<file path="config.mk">
export PLATFORM = sky130hd
export DESIGN_NAME = ps2_key_source_flat
export DESIGN_NICKNAME = d
export VERILOG_FILES = /design/src/rtl/ps2_key_source_if.sv /design/src/rtl/ps2_key_source.sv /design/src/flat_wrapper.sv
export SDC_FILE = /design/constraint.sdc
export NUM_CORES = 1
export LEC_CHECK = 0
export BUFFER_PORTS_ARGS = -buffer_cell sky130_fd_sc_hd__buf_4
export CAP_MARGIN = 20
export CORE_MARGIN = 2
export CORE_UTILIZATION = 30
export DETAILED_ROUTE_END_ITERATION = 7
export GPL_ROUTABILITY_DRIVEN = 0
export PLACE_DENSITY = 0.46
export SETUP_SLACK_MARGIN = 0.3
export SLEW_MARGIN = 20
export SYNTH_ARGS = -nofsm -noshare
export SYNTH_HDL_FRONTEND = slang
export SYNTH_SLANG_ARGS = --single-unit
</file>
<file path="constraint.sdc">
create_clock -name clk_sys -period 3.61 [get_ports clk_sys]
set_input_delay 0.9025 -clock clk_sys [delete_from_list [all_inputs] [get_ports clk_sys]]
set_output_delay 0.9025 -clock clk_sys [all_outputs]
set_load 0.02 [all_outputs]
</file>
<file path="src/rtl/ps2_key_source_if.sv">
// Key-event bus published by ps2_key_source.
//   ps2_key    : {toggle, pressed, extended, code[7:0]}; bit 10 flips once per event
//   byte_valid : one-cycle strobe per good received byte (prefix bytes included)
//   byte_data  : last good received byte, held between strobes
//   frame_err  : one-cycle strobe on a parity or stop-bit error
// master drives the bus (the PS/2 receiver), slave consumes it.
interface ps2_key_source_if;
  logic [10:0] ps2_key;
  logic        byte_valid;
  logic [7:0]  byte_data;
  logic        frame_err;

  modport master (
    output ps2_key,
    output byte_valid,
    output byte_data,
    output frame_err
  );

  modport slave (
    input ps2_key,
    input byte_valid,
    input byte_data,
    input frame_err
  );
endinterface

</file>
<file path="src/rtl/ps2_key_source.sv">
// PS/2 keyboard receiver producing the 11-bit toggle-format key event word.
// Deserialises raw PS/2 frames, tracks scan-code set 2 prefixes (E0, F0, E1)
// and publishes one ps2_key update per completed key event.
//   clk_sys  : system clock, all logic on the rising edge
//   reset    : synchronous, active-high
//   ps2_clk  : raw asynchronous PS/2 clock pin
//   ps2_data : raw asynchronous PS/2 data pin
//   key_if   : master side of the key-event bus (ps2_key, byte_valid, byte_data, frame_err)
module ps2_key_source #(
  parameter int unsigned FILTER  = 8,
  parameter int unsigned TIMEOUT = 12000
) (
  input  logic                     clk_sys,
  input  logic                     reset,
  input  logic                     ps2_clk,
  input  logic                     ps2_data,
  ps2_key_source_if.master         key_if
);

  localparam int unsigned FiltW = $clog2(FILTER + 1);
  localparam int unsigned TmoW  = $clog2(TIMEOUT + 1);
  localparam logic [FiltW-1:0] FiltLast = FiltW'(FILTER - 1);
  localparam logic [TmoW-1:0]  TmoLimit = TmoW'(TIMEOUT);

  typedef enum logic [1:0] {StIdle, StData, StParity, StStop} state_e;

  // Input conditioning
  logic [1:0]       clk_sync_q;
  logic [1:0]       dat_sync_q;
  logic             filt_q;
  logic             filt_prev_q;
  logic [FiltW-1:0] filt_cnt_q;
  logic             fall;
  logic             dat_s;

  // Sync flops and filtered clock reset to the idle-high line level so that
  // reset never manufactures a falling edge.
  always_ff @(posedge clk_sys) begin
    if (reset) begin
      clk_sync_q  <= 2'b11;
      dat_sync_q  <= 2'b11;
      filt_q      <= 1'b1;
      filt_prev_q <= 1'b1;
      filt_cnt_q  <= '0;
    end else begin
      clk_sync_q  <= {clk_sync_q[0], ps2_clk};
      dat_sync_q  <= {dat_sync_q[0], ps2_data};
      filt_prev_q <= filt_q;
      if (clk_sync_q[1] != filt_q) begin
        // Accept the new level only after FILTER consecutive differing cycles.
        if (filt_cnt_q == FiltLast) begin
          filt_q     <= clk_sync_q[1];
          filt_cnt_q <= '0;
        end else begin
          filt_cnt_q <= filt_cnt_q + 1'b1;
        end
      end else begin
        filt_cnt_q <= '0;
      end
    end
  end

  assign fall  = filt_prev_q & ~filt_q;
  assign dat_s = dat_sync_q[1];

  // Frame FSM and prefix decode
  state_e          state_q;
  logic [2:0]      bit_cnt_q;
  logic [7:0]      sr_q;
  logic            par_q;
  logic [TmoW-1:0] tmo_q;
  logic            ext_q;
  logic            brk_q;
  logic [2:0]      skip_q;
  logic [10:0]     key_q;
  logic            byte_valid_q;
  logic [7:0]      byte_data_q;
  logic            frame_err_q;

  function automatic logic is_response(input logic [7:0] b);
    case (b)
      8'h00, 8'hAA, 8'hEE, 8'hFA, 8'hFC, 8'hFD, 8'hFE, 8'hFF: return 1'b1;
      default:                                                return 1'b0;
    endcase
  endfunction

  always_ff @(posedge clk_sys) begin
    if (reset) begin
      state_q      <= StIdle;
      bit_cnt_q    <= '0;
      sr_q         <= '0;
      par_q        <= 1'b0;
      tmo_q        <= '0;
      ext_q        <= 1'b0;
      brk_q        <= 1'b0;
      skip_q       <= '0;
      key_q        <= '0;
      byte_valid_q <= 1'b0;
      byte_data_q  <= '0;
      frame_err_q  <= 1'b0;
    end else begin
      byte_valid_q <= 1'b0;
      frame_err_q  <= 1'b0;
      if (fall) begin
        // A falling edge always wins over timeout expiry.
        tmo_q <= '0;
        unique case (state_q)
          StIdle: begin
            // A high data level here is a spurious edge, not a start bit.
            if (!dat_s) begin
              state_q   <= StData;
              bit_cnt_q <= '0;
            end
          end
          StData: begin
            sr_q      <= {dat_s, sr_q[7:1]};
            bit_cnt_q <= bit_cnt_q + 3'd1;
            if (bit_cnt_q == 3'd7) begin
              state_q <= StParity;
            end
          end
          StParity: begin
            par_q   <= dat_s;
            state_q <= StStop;
          end
          StStop: begin
            state_q <= StIdle;
            if (dat_s && (^{sr_q, par_q})) begin
              byte_valid_q <= 1'b1;
              byte_data_q  <= sr_q;
              if (skip_q != 3'd0) begin
                // Swallowing the remainder of the Pause sequence.
                skip_q <= skip_q - 3'd1;
              end else if (sr_q == 8'hE0) begin
                ext_q <= 1'b1;
              end else if (sr_q == 8'hF0) begin
                brk_q <= 1'b1;
              end else if (sr_q == 8'hE1) begin
                skip_q <= 3'd7;
                ext_q  <= 1'b0;
                brk_q  <= 1'b0;
              end else if (is_response(sr_q)) begin
                ext_q <= 1'b0;
                brk_q <= 1'b0;
              end else begin
                key_q <= {~key_q[10], ~brk_q, ext_q, sr_q};
                ext_q <= 1'b0;
                brk_q <= 1'b0;
              end
            end else begin
              frame_err_q <= 1'b1;
              ext_q       <= 1'b0;
              brk_q       <= 1'b0;
              skip_q      <= '0;
            end
          end
          default: state_q <= StIdle;
        endcase
      end else if (state_q != StIdle) begin
        // Stalled frame: drop the partial byte, leave prefix state alone.
        if (tmo_q == TmoLimit) begin
          state_q <= StIdle;
          tmo_q   <= '0;
        end else begin
          tmo_q <= tmo_q + 1'b1;
        end
      end else begin
        tmo_q <= '0;
      end
    end
  end

  assign key_if.ps2_key    = key_q;
  assign key_if.byte_valid = byte_valid_q;
  assign key_if.byte_data  = byte_data_q;
  assign key_if.frame_err  = frame_err_q;

endmodule

</file>
<file path="src/flat_wrapper.sv">
// flat-port wrapper written by rule: the top's interface ports become plain ports
module ps2_key_source_flat 
#(
  parameter int unsigned FILTER  = 8,
  parameter int unsigned TIMEOUT = 12000
)
  (clk_sys, reset, ps2_clk, ps2_data, key_if_ps2_key, key_if_byte_valid, key_if_byte_data, key_if_frame_err);
  ps2_key_source_if key_if_i ();
  input  logic clk_sys;
  input  logic reset;
  input  logic ps2_clk;
  input  logic ps2_data;
  output wire logic [$bits(key_if_i.ps2_key)-1:0] key_if_ps2_key;
  output wire logic [$bits(key_if_i.byte_valid)-1:0] key_if_byte_valid;
  output wire logic [$bits(key_if_i.byte_data)-1:0] key_if_byte_data;
  output wire logic [$bits(key_if_i.frame_err)-1:0] key_if_frame_err;
  assign key_if_ps2_key = key_if_i.ps2_key;
  assign key_if_byte_valid = key_if_i.byte_valid;
  assign key_if_byte_data = key_if_i.byte_data;
  assign key_if_frame_err = key_if_i.frame_err;
  ps2_key_source #(.FILTER(FILTER), .TIMEOUT(TIMEOUT)) u_core (.clk_sys(clk_sys), .reset(reset), .ps2_clk(ps2_clk), .ps2_data(ps2_data), .key_if(key_if_i));
endmodule
</file>
# Yosys cells after proc, flatten, opt, wreduce, memory -nomap -nowiden
# Cells that the tools add are included.
# word_totals
reg_bits,64
latchBits,0
ramBits,0
rom_bits,0
inputBits,4
word_cells,115
memories,0
# op_classes
n_addsub,4
n_mul,0
n_div,0
order_cmp,0
eq_ne,26
shift,0
muxes,32
bitwise,13
n_reduce_logical,23
# ops
operator,count
equality test 8 bit (second input constant),10
two-way mux 1 bit,19
two-way mux 3 bit,6
!= test 3 bit (second input constant),6
adder 14 x 1 -> 14 bit (second input constant),1
equality test 14 bit (second input constant),1
inverter 1 bit,12
AND reduction 4 bit,3
two-way mux 2 bit,5
XOR reduction 9 bit,1
logical NOT 8 bit,1
one-hot mux 2 bit (4 select lines),1
AND reduction 8 bit,1
nonzero test 2 bit,4
OR reduction 8 bit,1
!= test 2 bit (second input constant),3
one-hot mux 3 bit (2 select lines),1
AND reduction 2 bit,3
AND reduction 3 bit,2
OR reduction 3 bit,2
AND reduction 5 bit,1
adder 4 x 1 -> 4 bit (second input constant),1
equality test 2 bit (second input constant),2
equality test 4 x 3 -> 1 bit (second input constant),1
10 further kinds,10

# Logic depth before layout (Yosys ltp)
# Gate-level depths: netlist (run 1).
# depth
word_depth,13
depth_mapped,9
mapped_depth_nobuf,8

# Worst setup path before layout (run 1)
# Ideal clock, no wire load.
# synth_timing
path_kind,flip-flop to flip-flop
start,register u_core.sr_q[0]
end,"register u_core.key_q[10], in the netlist u_core.key_if.ps2_key[10]"
setup_time_ps,121
t_arrival_ps,2078
t_required_ps,3489
setup_slack_ps,1411
path_stages_with_launch,7
n_path_buf,1
path_cell_list,dfxtp_1 buf_4 xor2_2 xnor3_1 mux2_4 nor4_4 mux2_4
# synth_via
elab_chain_cells,13
word_cells_on_any_way,28
cone_classes,10 x eq/ne; 9 x mux; 4 x bitwise; 5 x reduce/logical
# synth_rtl
item,line_no,text
from (decl),ps2_key_source.sv:69,logic [7:0] sr_q;
from (signal assigned),ps2_key_source.sv:116,"sr_q <= {dat_s, sr_q[7:1]};"
equality test 8 bit / logical NOT 8 bit (equally long branches),ps2_key_source.sv:81,case (b)
OR reduction 8 bit,ps2_key_source.sv:81,
two-way mux 1 bit,ps2_key_source.sv:81,
two-way mux 1 bit,ps2_key_source.sv:138,end else if (sr_q == 8'hE1) begin
two-way mux 1 bit,ps2_key_source.sv:136,end else if (sr_q == 8'hF0) begin
two-way mux 1 bit,ps2_key_source.sv:134,end else if (sr_q == 8'hE0) begin
two-way mux 1 bit,ps2_key_source.sv:131,if (skip_q != 3'd0) begin
two-way mux 1 bit,ps2_key_source.sv:128,"if (dat_s && (^{sr_q, par_q})) begin"
two-way mux 1 bit,ps2_key_source.sv:107,unique case (state_q)
two-way mux 1 bit,ps2_key_source.sv:104,if (fall) begin
two-way mux 1 bit,ps2_key_source.sv:88,if (reset) begin
inverter 1 bit (no line),-,
AND reduction 8 bit (no line) *,-,
to (signal assigned),ps2_key_source.sv:146,"key_q <= {~key_q[10], ~brk_q, ext_q, sr_q};"
to (decl),ps2_key_source.sv:75,logic [10:0] key_q;
# Mark *: on every way between the ends. The rest lies on a longest branch, timed or not. The select of a mux whose other input is x is not followed.
# A chain may end at the register's enable or synchronous reset.

# Final worst setup path (run 1)
# layout_timing
start,register u_core.sr_q[0]
end,"register u_core.key_q[9], in the netlist u_core.key_if.ps2_key[9]"
# The elaborated chain is that of the path after synthesis.

==> impl_metrics.yaml, run 1 <==
status:
  outcome: "finished clean"
routing:
  route.top_layer_used: "met4"
  wl_met1_um: 2850
  wl_met2_um: 2580
  antenna_left: 0
  post_drt_wl_per_cell_um: 11.8
  firstDrtPassIters: 4
  drc: 0
  routed_wl_um: 5730
  wl_met3_um: 235
  viasPerCell: 4.54
  drtIter0Drc: 66
  num_vias: 2207
sta:
  post-route-min-period_ps: 2480
  worstMarginPinSlew_ps: 644
  fin_setup_tns_ps: 0
  max-slew-margin-rel_pct: 56.7
  fin_crit_sh_pct: 68.7
  timing.fmax_mhz: 403
  slew_viol_final: 0
  finalSetupViolations: 0
  fin_skew_ps: 8.62
  hold_viol: 0
  rsz0062_at_grt: "false"
floorplan:
  die_width_um: 103
  dieArea_um2: 10600
  rows: 36
  start_util_pct: 30.5
  fp.dieH_um: 103
  io_pins: 25
  core_um2: 9640
clock_network:
  postCtsSetupBuffers: 0
  clock_latency_ps: 340
  hold_buffers: 0
  clock_path_buffers: 2
  numCtsBuffers: 9
  cts_root_buf: "clkbuf_8"
  cts.repair.resized: 0
  cts_tree: "done"
  cts_sinks: 64
  clk_pin_slew_ps: 80
  ctsHtreeMaxLevel: 3
global_routing:
  grt.total_usage_pct: 11.6
  overflow: 0
  grt_max_degree: 62
  grt_pass1_wl_um: 9470
  grt_pass1_vias: 2066
  antenna_found_initial: 0
pwr:
  power_switching_mw: 0.309
  power_frac_seq_pct: 47.1
  p_int_mw: 1.20
  power.total_mw: 1.51
  combPwrFrac_pct: 1.3
  leakagePower_nw: 1.29
  pwr-share-clk_pct: 51.6
  p_sw_share_pct: 20.5
  vdd_drop_max_uv: 193
  powerDensity_nw_per_um2: 434
synthesis:
  synth-seq-area-share_pct: 43.6
  syn_nets: 344
  synth_area_leaders: "dfxtp_1 (44%), ha_1 (5.1%), nand2b_1 (4.5%), nor2_1 (4.3%), mux2i_1 (4.1%)"
  synth_edf_count: 0
  synth_top_area_cell: "dfxtp_1"
  synthFlopType: "dfxtp_1"
  synth_cell_type_count: 40
  synth_seq_cells: 64
  yosys.area.top_type_share_pct: 43.6
  synth_cells: 328
  ys_warn_count: 0
  synth-async-reset-ratio_pct: 0
  avgSynthCellArea_um2: 8.96
  synth_area_um2: 2940
min_path:
  hold_path.class: "register to register"
  hold_path_depth: 1
  min_from: "u_core.dat_sync_q[0]$_SDFF_PP1_"
  holdPathEnd: "u_core.dat_sync_q[1]$_SDFF_PP1_"
cells_and_area:
  mostFrequentLayoutCells: "dfxtp_1 (64), nor2_1 (34), nand2_1 (25), buf_4 (25), nand3_1 (22)"
  final_common_cell: "dfxtp_1"
  area_growth_pct: 18.1
  drive_gt1_share_pct: 14.4
  antenna_cells: 0
  nNetsFinal: 364
worst_setup_path:
  r2r-start: "u_core.sr_q[0]$_SDFFE_PP0P_"
  crit_type: "register to register"
  cp.arrival_ps: 2720
  cp-end-kind: "register"
  rr_worst_depth: 5
  cp_max_fo: 9
  crit_required_ps: 3840
  critPathLaunchType: "register"
  r2r_setup_slack_ps: 1130
  timing.rr.end: "u_core.key_if.ps2_key[9]$_SDFFE_PP0P_"
place:
  portBuffers: 24
  hpwl_um: 3780
run:
  cap_violations: 0
-- synthesized netlist by cell type (all sizes together) (2+ instances only) --
cell    count
nand3b     11
xnor3       2
nor3        9
buf         4
nor2b       5
and3        5
nor2       34
nand3      22
ha         12
a22oi       3
xor2        8
nand4       2
or2         5
nand2b     21
clkbuf     12
o21ai      14
inv        11
a21oi      19
or3         2
xnor2      10
nand2      25
mux2i      12
mux2        3
dfxtp      64
-- final cells by class --
type / instances / area (µm²)
flip-flops and latches: 64 / 1280
well taps: 133 / 166
fillers: 1018 / 6170
inverters: 11 / 41.3
multi-input cells: 237 / 1540
clock inverters: 6 / 115
clock buffers: 10 / 138
repair buffers: 25 / 188
-- per-stage QoR --
step	std cells	hold WS (ps)	worst slack (ps)	util (%)	instance area, µm²
2_1_floorplan	328	389	1410	-	2940
3_5_place_dp	470	394	1110	33.4	3220
6_report	486	406	1130	36.0	3470
3_3_place_gp	470	397	1220	33.4	3220
4_1_cts	486	411	1100	36.0	3470
5_1_grt	486	429	1060	36.0	3470
-- power by group through the flow --
stage	Combinational (mW)	Sequential [mW]	Clock, mW
floorplan	0.0148	0.725	0
global placement	0.0205	0.726	0
detailed placement	0.0208	0.726	0
CTS	0.0207	0.709	0.810
global route	0.0224	0.709	0.841
finish	0.0201	0.709	0.778
-- critical path: stages (launching register included) --
cell	delay [ps]
dfxtp_1	550
xor2_2	170
xnor3_1	450
mux2_4	360
nor4_4	490
mux2_4	350
-- worst max path at each step --
stage | startpoint | cells after the start | end
finish | u_core.sr_q[0]$_SDFFE_PP0P_ | 5 | u_core.key_if.ps2_key[9]$_SDFFE_PP0P_
global placement | u_core.sr_q[0]$_SDFFE_PP0P_ | 5 | u_core.key_if.ps2_key[10]$_SDFFE_PP0P_
floorplan | u_core.sr_q[0]$_SDFFE_PP0P_ | 6 | u_core.key_if.ps2_key[10]$_SDFFE_PP0P_
global route | u_core.sr_q[0]$_SDFFE_PP0P_ | 5 | u_core.key_if.ps2_key[9]$_SDFFE_PP0P_
detailed placement | u_core.sr_q[0]$_SDFFE_PP0P_ | 5 | u_core.key_if.ps2_key[9]$_SDFFE_PP0P_
CTS | u_core.sr_q[0]$_SDFFE_PP0P_ | 5 | u_core.key_if.ps2_key[9]$_SDFFE_PP0P_
-- per-layer routing --
layer | track usage (%) | up-vias
met2 | 18.6 | 39
li1 | - | 1157
met3 | 4.14 | 5
met1 | 13.9 | 1006
met5 | 0 | -
met4 | 5.57 | 0
-- cell families after synthesis --
family	after synthesis	synth area share, %
flip-flops	64	43.6
buffers and inverters	27	3.92
adder cells (fa/ha/maj)	13	5.45
multiplexers	15	5.62
XOR/XNOR	20	7.15
AND/OR/NAND/NOR	144	25.3
AO/OA/AOI/OAI	45	8.90
-- flip-flops by register name, indices dropped and copies added (netlist names), 2 cells and up --
signal / cells
u_core.bit_cnt_q: 3
u_core.clk_sync_q: 2
u_core.dat_sync_q: 2
u_core.filt_cnt_q: 4
u_core.key_if.byte_data: 8
u_core.key_if.ps2_key: 11
u_core.skip_q: 3
u_core.sr_q: 8
u_core.state_q: 2
u_core.tmo_q: 14
No activity file was read; power rests on OpenSTA's default activity.
==> run 2, diff against run 1 <==
Settings changed: ABC_AREA set to 1, PLACE_DENSITY 0.46 to 0.47.
Clock period 3.61 ns to 2.22 ns, I/O delays scaled along.
==> run 2 against run 1 <==
Global-route usage up 1.2 points. Sequential power is 62% higher. Non-clock buffer count up 7. Core utilization grew 0.18 points. Count of clock-buffer cells in the layout up 1.
==> impl_metrics.yaml, run 2 <==
status:
  outcome: "finished clean"
routing:
  antenna_left: 0
  num_vias: 2570
  drtIter0Drc: 99
  post_drt_wl_per_cell_um: 11.0
  firstDrtPassIters: 4
  viasPerCell: 4.28
  routed_wl_um: 6590
  drc: 0
global_routing:
  grt_pass1_wl_um: 11500
  busiest_layer: "met2"
  grt.total_usage_pct: 12.8
  grt_max_degree: 25
  met3_usage_pct: 2.35
  met1_usage_pct: 17.9
  grt_pass1_vias: 2475
  overflow: 0
  antenna_found_initial: 0
  globalRouteMet2Util_pct: 18.8
synthesis:
  synth_seq_cells: 64
  syn_nets: 444
  synth-seq-area-share_pct: 41.5
  synth_edf_count: 0
  synth_area_um2: 3090
  synth_cell_type_count: 39
  synth_common_cells: "nand2_1 (89), nor2_1 (69), dfxtp_1 (64), inv_1 (56), a21oi_1 (23)"
  synth_cells: 428
  synthFlopType: "dfxtp_1"
  ys_warn_count: 0
  yosys.area.top_type_share_pct: 41.5
  avgSynthCellArea_um2: 7.21
  yosysMostFrequentCell: "nand2_1"
  synth_area_leaders: "dfxtp_1 (42%), nand2_1 (11%), nor2_1 (8.4%), inv_1 (6.8%), ha_1 (4.9%)"
  synth-async-reset-ratio_pct: 0
  synth_top_area_cell: "dfxtp_1"
sta:
  finalSetupViolations: 0
  worstMarginPinSlew_ps: 520
  post-route-min-period_ps: 1790
  fin_skew_ps: 8.83
  timing.fmax_mhz: 559
  fin_setup_tns_ps: 0
  max-slew-margin-rel_pct: 64.9
  holdWs_ps: 394
  slew_viol_final: 0
  rsz0062_at_grt: "true"
  hold_viol: 0
  fin_crit_sh_pct: 80.6
place:
  portBuffers: 24
  hpwl_um: 4710
  placedCellCount: 582
worst_setup_path:
  cp.arrival_ps: 2020
  cp_max_fo: 20
  critPathLaunchType: "register"
  cp-end-kind: "register"
  crit_type: "register to register"
  rr_worst_depth: 10
  crit_required_ps: 2450
cells_and_area:
  mostFrequentLayoutCells: "nand2_1 (89), nor2_1 (69), inv_1 (56), dfxtp_1 (56), buf_4 (31)"
  antenna_cells: 0
  drive_gt1_share_pct: 18.1
  largest_reg_flops: 14
  largest-register: "u_core.tmo_q"
  nNetsFinal: 475
  instances_no_fill: 600
  final_common_cell: "nand2_1"
  area_growth_pct: 18.9
clock_network:
  clock_path_buffers: 2
  cts_root_buf: "clkbuf_8"
  numCtsBuffers: 9
  clock_latency_ps: 340
  ctsHtreeMaxLevel: 3
  hold_buffers: 0
  cts_tree: "done"
  clk_pin_slew_ps: 70
  cts_sinks: 64
floorplan:
  die_width_um: 105
  fp.dieH_um: 105
  start_util_pct: 30.4
  core_um2: 10100
  rows: 37
  dieArea_um2: 11100
  io_pins: 25
pwr:
  vdd_drop_max_uv: 199
  powerDensity_nw_per_um2: 627
  power.total_mw: 2.30
  leakagePower_nw: 1.65
run:
  cap_violations: 0
min_path:
  hold_path.class: "primary input to register"
  hold_path_depth: 2
-- run 2: changes by cell type after synthesis, moves of 9 or more --
cell      change
inv_1        +45
mux2i_1      -12
nand2_1      +64
nand2_2      +11
nand2b_1     -21
nand3b_1      -9
nor2_1       +35
xnor2_1       -9
-- run 2: final timing paths --
kind | start | to | slack [ps]
setup / recovery | u_core.sr_q[2]$_SDFFE_PP0P_ | u_core.key_if.ps2_key[3]$_SDFFE_PP0P_ | 430
hold reg to reg | u_core.clk_sync_q[0]$_SDFF_PP1_ | u_core.clk_sync_q[1]$_SDFF_PP1_ | 420
hold / removal | ps2_clk | u_core.clk_sync_q[0]$_SDFF_PP1_ | 390
setup reg to reg | u_core.sr_q[2]$_SDFFE_PP0P_ | u_core.key_if.ps2_key[3]$_SDFFE_PP0P_ | 430
-- run 2: timing repair --
| item | in CTS | in global routing |
|---|---|---|
| resized for setup | 0 | 11 |
| buffers inserted | 0 | 2 |
| setup endpoints to repair | 0 | 23 |
-- run 2: area by class of cell --
cell class	count	area [µm²]
Clock buffer	11	141
Clock inverter	5	80.1
Fill cell	1100	6470
Inverter	59	221
Multi-Input combinational cell	293	1520
Sequential cell	64	1290
Tap cell	136	170
Timing Repair Buffer	32	244
-- run 2: cells by family (layout without fill, tap and decap cells) --
kind of cell	Yosys count	in the layout	synth area share [%]
simple gates	217	217	31.8
buf+inv	71	107	9.49
flops	64	64	41.5
compound gates	59	59	10.9
fa+ha+maj	12	12	4.87
xor+xnor	5	5	1.42
-- run 2: critical path, cell delays in order, from the launching register on --
cell,delay (ps)
dfxtp_2,410
inv_1,120
nand2_1,80
nand2_1,100
xnor2_1,230
nand3_1,110
nand2_1,100
nand4_2,120
buf_6,200
o21bai_1,140
nor2_1,50
-- run 2: routing by layer --
layer,part of all wire (%),up-vias
li1,-,1408
met1,54,1123
met2,41,29
met3,2.7,10
met4,2.0,0
met5,0,-
-- run 2: stage by stage --
step                      setup slack, ps  cell area [µm²]  util [%]
final                                 432             3670      36.2
after CTS                             316             3630      35.8
after detailed placement              345             3410      33.6
after global placement                251             3410      33.6
after floorplan                       713             3090         -
after global routing                  277             3670      36.2
-- run 2: power by group --
group	internal, mW	leakage [nW]	switching, mW
clock	0.661	0.106	0.452
combinational	0.0133	1.02	0.0197
sequential	1.15	0.521	0.00289
